$ cat config.mk
export PLATFORM = sky130hd
export DESIGN_NAME = ps2_tx
export DESIGN_NICKNAME = d
export VERILOG_FILES = /design/src/rtl/ps2_pkg.sv /design/src/rtl/ps2_clk_filter.sv /design/src/rtl/ps2_tx.sv
export SDC_FILE = /design/constraint.sdc
export NUM_CORES = 1
export LEC_CHECK = 0
export ABC_CLOCK_PERIOD_IN_PS = 3900
export BUFFER_PORTS_ARGS = -buffer_cell sky130_fd_sc_hd__buf_2
export CAP_MARGIN = 20
export CORE_MARGIN = 2
export CORE_UTILIZATION = 35
export DETAILED_ROUTE_END_ITERATION = 6
export SLEW_MARGIN = 10
export SYNTH_ARGS = -nofsm -noshare
export SYNTH_HDL_FRONTEND = slang
export SYNTH_SLANG_ARGS = --single-unit
$ cat constraint.sdc
create_clock -name clk -period 3.9 [get_ports clk]
set_clock_uncertainty 0.2 [all_clocks]
set_input_delay 0.78 -clock clk [delete_from_list [all_inputs] [get_ports clk]]
set_output_delay 0.78 -clock clk [all_outputs]
set_load 0.005 [all_outputs]
$ cat src/rtl/ps2_pkg.sv
// ps2_pkg: shared PS/2 constants, frame width and transmitter state encoding.
// Used by ps2_tx, ps2_clk_filter and the companion ps2_rx.
`default_nettype none

package ps2_pkg;

  localparam int PS2_DATA_BITS      = 8;
  localparam int PS2_INHIBIT_CYCLES = 6000;
  localparam int PS2_FILTER_LEN     = 8;
  localparam int PS2_TIMEOUT_CYCLES = 1000000;

  typedef enum logic [2:0] {
    ST_IDLE  = 3'd0,
    ST_RTS   = 3'd1,
    ST_START = 3'd2,
    ST_DATA  = 3'd3,
    ST_ACK   = 3'd4
  } ps2_tx_state_e;

  // PS/2 frames carry odd parity: data plus parity has an odd number of ones.
  function automatic logic ps2_odd_parity(input logic [PS2_DATA_BITS-1:0] i_d);
    return ~^i_d;
  endfunction

endpackage

`default_nettype wire

$ cat src/rtl/ps2_clk_filter.sv
// ps2_clk_filter: 2-flop synchronizer, FILTER_LEN-tap glitch filter and a
// registered one-cycle tick on every filtered 1->0 transition of the PS/2 clock.
`default_nettype none

module ps2_clk_filter
  import ps2_pkg::*;
#(
  parameter int FILTER_LEN = PS2_FILTER_LEN
) (
  input  logic clk,
  input  logic resetn,
  input  logic i_line,
  output logic o_fall
);

  logic [1:0]            r_sync;
  logic [FILTER_LEN-1:0] r_taps;
  logic                  r_level;
  logic                  r_fall;
  logic                  w_all_hi;
  logic                  w_all_lo;

  assign w_all_hi = &r_taps;
  assign w_all_lo = ~|r_taps;

  // An idle PS/2 bus floats high, so the pipeline resets to the released level.
  always_ff @(posedge clk or negedge resetn) begin
    if (!resetn) begin
      r_sync  <= 2'b11;
      r_taps  <= '1;
      r_level <= 1'b1;
      r_fall  <= 1'b0;
    end else begin
      r_sync <= {r_sync[0], i_line};
      r_taps <= {r_taps[FILTER_LEN-2:0], r_sync[1]};
      if (w_all_hi) begin
        r_level <= 1'b1;
      end else if (w_all_lo) begin
        r_level <= 1'b0;
      end
      r_fall <= r_level & w_all_lo;
    end
  end

  assign o_fall = r_fall;

endmodule

`default_nettype wire

$ cat src/rtl/ps2_tx.sv
// ps2_tx: PS/2 host-to-device command transmitter (inhibit, start, 8 data, parity,
// stop, ack). Optional frame watchdog enabled by defining PS2_TX_TIMEOUT_EN.
`default_nettype none

module ps2_tx
  import ps2_pkg::*;
#(
  parameter int INHIBIT_CYCLES = PS2_INHIBIT_CYCLES,
  parameter int FILTER_LEN     = PS2_FILTER_LEN,
  parameter int TIMEOUT_CYCLES = PS2_TIMEOUT_CYCLES
) (
  input  logic       clk,
  input  logic       resetn,
  input  logic       wr_ps2,
  input  logic [7:0] din,
  input  logic       ps2c,
  input  logic       ps2d,
  output logic       ps2c_oe,
  output logic       ps2d_oe,
  output logic       tx_idle,
  output logic       tx_done_tick,
  output logic       tx_err
);

  localparam int c_INH_W = $clog2(INHIBIT_CYCLES + 1);

  localparam logic [2:0] c_IDLE  = ST_IDLE;
  localparam logic [2:0] c_RTS   = ST_RTS;
  localparam logic [2:0] c_START = ST_START;
  localparam logic [2:0] c_DATA  = ST_DATA;
  localparam logic [2:0] c_ACK   = ST_ACK;

  logic [2:0]             r_state;
  logic [c_INH_W-1:0]     r_rts_cnt;
  logic [PS2_DATA_BITS:0] r_shift;
  logic [3:0]             r_bit_cnt;
  logic [1:0]             r_dsync;
  logic                   r_done;
  logic                   r_err;
  logic                   w_fall;
  logic                   w_busy;
  logic                   w_wdog_exp;

  ps2_clk_filter #(
    .FILTER_LEN(FILTER_LEN)
  ) u_clk_filter (
    .clk   (clk),
    .resetn(resetn),
    .i_line(ps2c),
    .o_fall(w_fall)
  );

  always_ff @(posedge clk or negedge resetn) begin
    if (!resetn) begin
      r_dsync <= 2'b11;
    end else begin
      r_dsync <= {r_dsync[0], ps2d};
    end
  end

  // States in which the device owns the clock and frame progress depends on it.
  assign w_busy = (r_state == c_START) || (r_state == c_DATA) || (r_state == c_ACK);

`ifdef PS2_TX_TIMEOUT_EN
  localparam int c_TO_W = $clog2(TIMEOUT_CYCLES + 1);

  logic [c_TO_W-1:0] r_wdog;

  always_ff @(posedge clk or negedge resetn) begin
    if (!resetn) begin
      r_wdog <= '0;
    end else if (w_busy && !w_fall) begin
      r_wdog <= r_wdog + 1'b1;
    end else begin
      r_wdog <= '0;
    end
  end

  assign w_wdog_exp = w_busy && (r_wdog == c_TO_W'(TIMEOUT_CYCLES - 1));
`else
  assign w_wdog_exp = 1'b0;
`endif

  always_ff @(posedge clk or negedge resetn) begin
    if (!resetn) begin
      r_state   <= c_IDLE;
      r_rts_cnt <= '0;
      r_shift   <= '0;
      r_bit_cnt <= '0;
      r_done    <= 1'b0;
      r_err     <= 1'b0;
    end else begin
      r_done <= 1'b0;
      if (w_wdog_exp) begin
        r_state <= c_IDLE;
        r_err   <= 1'b1;
        r_done  <= 1'b1;
      end else begin
        case (r_state)
          c_IDLE: begin
            if (wr_ps2) begin
              r_shift   <= {ps2_odd_parity(din), din};
              r_err     <= 1'b0;
              r_rts_cnt <= '0;
              r_state   <= c_RTS;
            end
          end
          c_RTS: begin
            if (r_rts_cnt == c_INH_W'(INHIBIT_CYCLES - 1)) begin
              r_state <= c_START;
            end else begin
              r_rts_cnt <= r_rts_cnt + 1'b1;
            end
          end
          c_START: begin
            if (w_fall) begin
              r_bit_cnt <= '0;
              r_state   <= c_DATA;
            end
          end
          c_DATA: begin
            // Counter reaches PS2_DATA_BITS once parity is on the line; next fall is the stop bit.
            if (w_fall) begin
              if (r_bit_cnt == 4'(PS2_DATA_BITS)) begin
                r_state <= c_ACK;
              end else begin
                r_shift   <= {1'b1, r_shift[PS2_DATA_BITS:1]};
                r_bit_cnt <= r_bit_cnt + 1'b1;
              end
            end
          end
          c_ACK: begin
            if (w_fall) begin
              r_err   <= r_dsync[1];
              r_done  <= 1'b1;
              r_state <= c_IDLE;
            end
          end
          default: begin
            r_state <= c_IDLE;
          end
        endcase
      end
    end
  end

  assign tx_idle      = (r_state == c_IDLE);
  assign ps2c_oe      = (r_state == c_RTS);
  assign ps2d_oe      = (r_state == c_START) || ((r_state == c_DATA) && !r_shift[0]);
  assign tx_done_tick = r_done;
  assign tx_err       = r_err;

endmodule

`default_nettype wire

# == Word level (Yosys, flattened, before mapping) ==
# Index checks and enable logic that the tools add are counted.
# classes
add_sub_neg,2
eq_ne,15
muxes,25
bitwise_logic,1
reduce_logical,17
# ops
op,count
$mux 9,3
$mux 13,2
$pmux 13 s2,1
$mux 3,6
$pmux 9 s2,1
$pmux 3 s5,1
$add 13x1->13 const B,1
$eq 13x13->1 const B,1
$mux 4,3
$ne 2x1->1 const B,5
$ne 2x2->1 const B,4
$pmux 4 s2,1
$reduce_and 4->1,2
$reduce_and 8->1,1
$reduce_bool 2->1,4
$reduce_or 8->1,1
$reduce_xnor 8->1,1
$eq 3x2->1 const B,2
$mux 1,6
$reduce_and 3->1,2
$reduce_and 6->1,1
$add 4x1->4 const B,1
$eq 4x4->1 const B,1
$eq 3x1->1 const B,1
other kinds (7),8
# totals
regBits,45

# == Depth between registers and ports, before layout ==
# depth
ltp_word,4
depth_mapped,8
ltp_nobuf,6

# == Hierarchy ==
# Synthesis repeated with hierarchy kept, for this count alone.
# unflattened
cells_unflattened,208
hier_area_um2,2147.1
# modules_own_cells
module,instances,cells_per_inst,area_per_inst_um2,seq_area_each_um2
ps2_tx,1,189,1776.7,828.3
ps2_clk_filter,1,19,370.4,314.1

# == Least setup slack after synthesis ==
# OpenSTA, ideal clock, no wires.
# synth_path
path_kind,register to output
startpoint,register r_state[2]
endpoint,output ps2c_oe
arrival_ns,1.163
required_time_ns,2.920
slack_ns,1.757
stages_incl_launch_ff,6
n_path_buf,3
cell_sequence,dfrtp_1 -> buf_6 -> or3b_1 -> buf_2 -> inv_2 -> buf_2
# synth_between
elab_chain_len,1
# synth_lines
item,line,text
"start, declared",ps2_tx.sv:33,logic [2:0] r_state;
"start signal, assigned",ps2_tx.sv:86,r_state <= c_IDLE;
"start signal, assigned",ps2_tx.sv:95,r_state <= c_IDLE;
"start signal, assigned",ps2_tx.sv:105,r_state <= c_RTS;
$eq 3x1->1,ps2_tx.sv:148,assign ps2c_oe = (r_state == c_RTS);
"end, declared",ps2_tx.sv:18,"output logic ps2c_oe,"
# Every way passes these cells.

# == Final worst setup path ==
# layout_path
startpoint,register r_state[0]
endpoint,output ps2c_oe
# The elaborated chain is that of the path after synthesis.

==> impl_metrics.env <==
export IMPL_fin_nets=228
export IMPL_start_kind="flop"
export IMPL_worstPathRequired_ps=2920
export IMPL_numCtsBuffers=5
export IMPL_drc=0
export IMPL_fin_util_pct=40.67
export IMPL_cp_slowest_cell="or3b_1"
export IMPL_ys_warn_count=0
export IMPL_hold_class="reg -> reg"
export IMPL_rsz0062_at_grt="no"
export IMPL_grt_overflow=0
export IMPL_hold_ws_ps=157.5
export IMPL_synth_area_um2=2175
export IMPL_r2r_slack_ps=1640
export IMPL_dp_final_hpwl_mm=2.621
export IMPL_final_max_slew_viol_count=0
export IMPL_first_pass_iters=4
export IMPL_final_common_cell="dfrtp_1"
export IMPL_antenna_cells=0
export IMPL_cts_htree_levels=2
export IMPL_finalCritPeriodShare_pct=72.77
export IMPL_synthDistinctLibCells=51
export IMPL_slew_headroom_pct=62.92
export IMPL_min_from="u_clk_filter.r_sync[0]"
export IMPL_drtAntennaViolNets=0
export IMPL_path_cells="or3b_1, inv_2, buf_2"
export IMPL_ys_top_cells_by_area="dfrtp_1 37%, dfstp_2 16%, mux2_2 4.7%"
export IMPL_fillers=581
export IMPL_final_cell_mix="32 x dfrtp_1, 17 x nand2_1, 17 x buf_2"
export IMPL_synth_seq_area_share_pct=52.53
export IMPL_initial_core_util_pct=36.51
export IMPL_crit_arrival_ps=1860
export IMPL_grt_max_degree=46
export IMPL_clkTransAtPathRegs_ps=80
export IMPL_p_per_area_nw_per_um2=338.6
export IMPL_vias=1490
export IMPL_drt_total_wl_mm=3.807
export IMPL_fmax_ghz=0.3523
export IMPL_cp_max_fo=13
export IMPL_place_gp_congestion=0.7728
export IMPL_setup_tns_final_ps=0
export IMPL_grtUsageTotal_pct=11.82
export IMPL_ctsResizeCount=0
export IMPL_worstMarginPinSlew_ps=552.1
export IMPL_ioPinCount=18
export IMPL_cpPeakStageDelay_ps=620
export IMPL_die_y_um=82.83
export IMPL_syn2layout_area_growth_pct=11.39
export IMPL_worstHoldEndpoint="u_clk_filter.r_sync[1]"
export IMPL_dieWidth_um=82.83
export IMPL_crit_type="reg -> out"
export IMPL_drt_iter0_markers=63
export IMPL_clk_latency_ps=300
export IMPL_synth_edff_count=0
export IMPL_post_route_cells_drive_above_1_share_pct=25.35
export IMPL_final_hold_viol_count=0
export IMPL_hold_path_depth=0
export IMPL_rows=28
export IMPL_viasPerCell=5.174
export IMPL_antenna_found_initial=0
export IMPL_core_area_um2=5956
export IMPL_grt_pass1_wl_mm=6.672
export IMPL_vdd_drop_max_v=0.0001623
export IMPL_ys_seq_elements=45
export IMPL_post_route_cell_area_um2=2422
export IMPL_synth_top_area_share_pct=36.82
export IMPL_finalSetupViolCount=0
export IMPL_synth_fp_nets=210
export IMPL_cts_setup_buffers=0
export IMPL_cts_hold_buf=0
export IMPL_async_flop_share_pct=100.0
export IMPL_cp_end_kind="output pin"
export IMPL_worstRegToRegCells=4
export IMPL_leakagePower_nw=1.070
export IMPL_cts_num_sinks=45
export IMPL_avgRoutedWirePerCell_um=13.22
export IMPL_timing_rr_end="r_rts_cnt[12]"
export IMPL_first_global_vias=1466
export IMPL_status="completed"
export IMPL_synthFlopType="dfrtp_1"
export IMPL_r2r_start="r_state[0]"
export IMPL_cap_violations=0
export IMPL_period_needed_ps=2838
export IMPL_port_buffers=17
export IMPL_cts_tree="yes"
export IMPL_cts_path_max_buffers=2
export IMPL_synth_top_cell_by_area="dfrtp_1"
export IMPL_root_buffer="clkbuf_8"
export IMPL_placed_area_um2=2306
export IMPL_synth_area_per_cell_um2=11.21
export IMPL_synth_cells=194
export IMPL_die_area_um2=6860
[cell usage after synthesis, drive strengths merged (2+ instances only)]
cell type,number
dfrtp,32
nand2,17
mux2,16
dfstp,13
o21ai,11
nor2,8
a21oi,7
buf,7
inv,7
nor3,7
nand3,6
nand4,5
xnor2,5
and3,4
mux2i,4
a2bb2oi,3
a31oi,3
ha,3
nor4,3
a21boi,2
a31o,2
nor2b,2
o211ai,2
o21a,2
o31ai,2
or3b,2
or4,2
xor2,2
[critical path, delay by kind of cell (launching register included)]
kind / cells / cell delay (ps)
DFF: 1 / 530
buffers and inverters: 2 / 410
and+or+nand+nor: 1 / 620
[cell type report]
cell class                      count  area, µm²  area share, %
Tap cell                           75      93.84          3.874
Inverter                            7      26.28          1.085
Sequential cell                    45       1142          47.16
Clock buffer                        6      82.58          3.409
Clock inverter                      2      13.76         0.5682
Multi-Input combinational cell    135      958.4          39.57
Timing Repair Buffer               18      105.1          4.339
[cell families (layout without fill, tap and decap cells)]
| logic type | Yosys count | in the layout | synth area share [%] |
|---|---|---|---|
| xor gates and xnor gates | 7 | 7 | 2.819 |
| buffers and inverters | 14 | 33 | 3.394 |
| AOI/OAI and AO/OA | 41 | 41 | 13.06 |
| DFF | 45 | 45 | 52.53 |
| muxes | 20 | 20 | 10.13 |
| adders and majority gates | 3 | 3 | 1.726 |
| and+or+nand+nor | 64 | 64 | 16.34 |
[stage by stage]
| step | std cells | setup WS [ps] | power, mW |
|---|---|---|---|
| after global placement | 279 | 1422 | 0.5273 |
| after detailed placement | 279 | 1394 | 0.5281 |
| final | 288 | 1062 | 0.8201 |
| after global routing | 288 | 948.0 | 0.8645 |
| after CTS | 287 | 1054 | 0.8350 |
| after floorplan | 194 | 1757 | 0.5077 |
[worst max-delay path by stage]
stage | cells after the start | start | end
after floorplan | 5 | r_state[2] | ps2c_oe
final | 3 | r_state[0] | ps2c_oe
after CTS | 3 | r_state[0] | ps2c_oe
after global placement | 3 | r_state[0] | ps2c_oe
after detailed placement | 3 | r_state[0] | ps2c_oe
after global routing | 3 | r_state[0] | ps2c_oe
[where the power goes]
group | internal, mW | switching, mW | leakage (nW)
sequential | 0.480 | 0.00425 | 0.543
clock | 0.144 | 0.156 | 0.0512
combinational | 0.0172 | 0.0195 | 0.476
total | 0.640 | 0.180 | 1.07
[flip-flops by register name (all words and copies together) (netlist names)]
| register | count |
|---|---|
| r_shift | 9 |
| u_clk_filter.r_sync | 2 |
| u_clk_filter.o_fall | 1 |
| tx_done_tick | 1 |
| r_state | 3 |
| tx_err | 1 |
| u_clk_filter.r_taps | 8 |
| u_clk_filter.r_level | 1 |
| r_bit_cnt | 4 |
| r_rts_cnt | 13 |
| r_dsync | 2 |
[per-layer routing]
layer | up-vias | global-route usage, % | wire, µm
li1 | 742 | - | -
met1 | 711 | 16.50 | 1950
met2 | 30 | 17.89 | 1639
met3 | 7 | 3.181 | 166
met4 | 0 | 3.875 | 51
met5 | - | 0 | 0
Power figures use the tool's default switching activity.
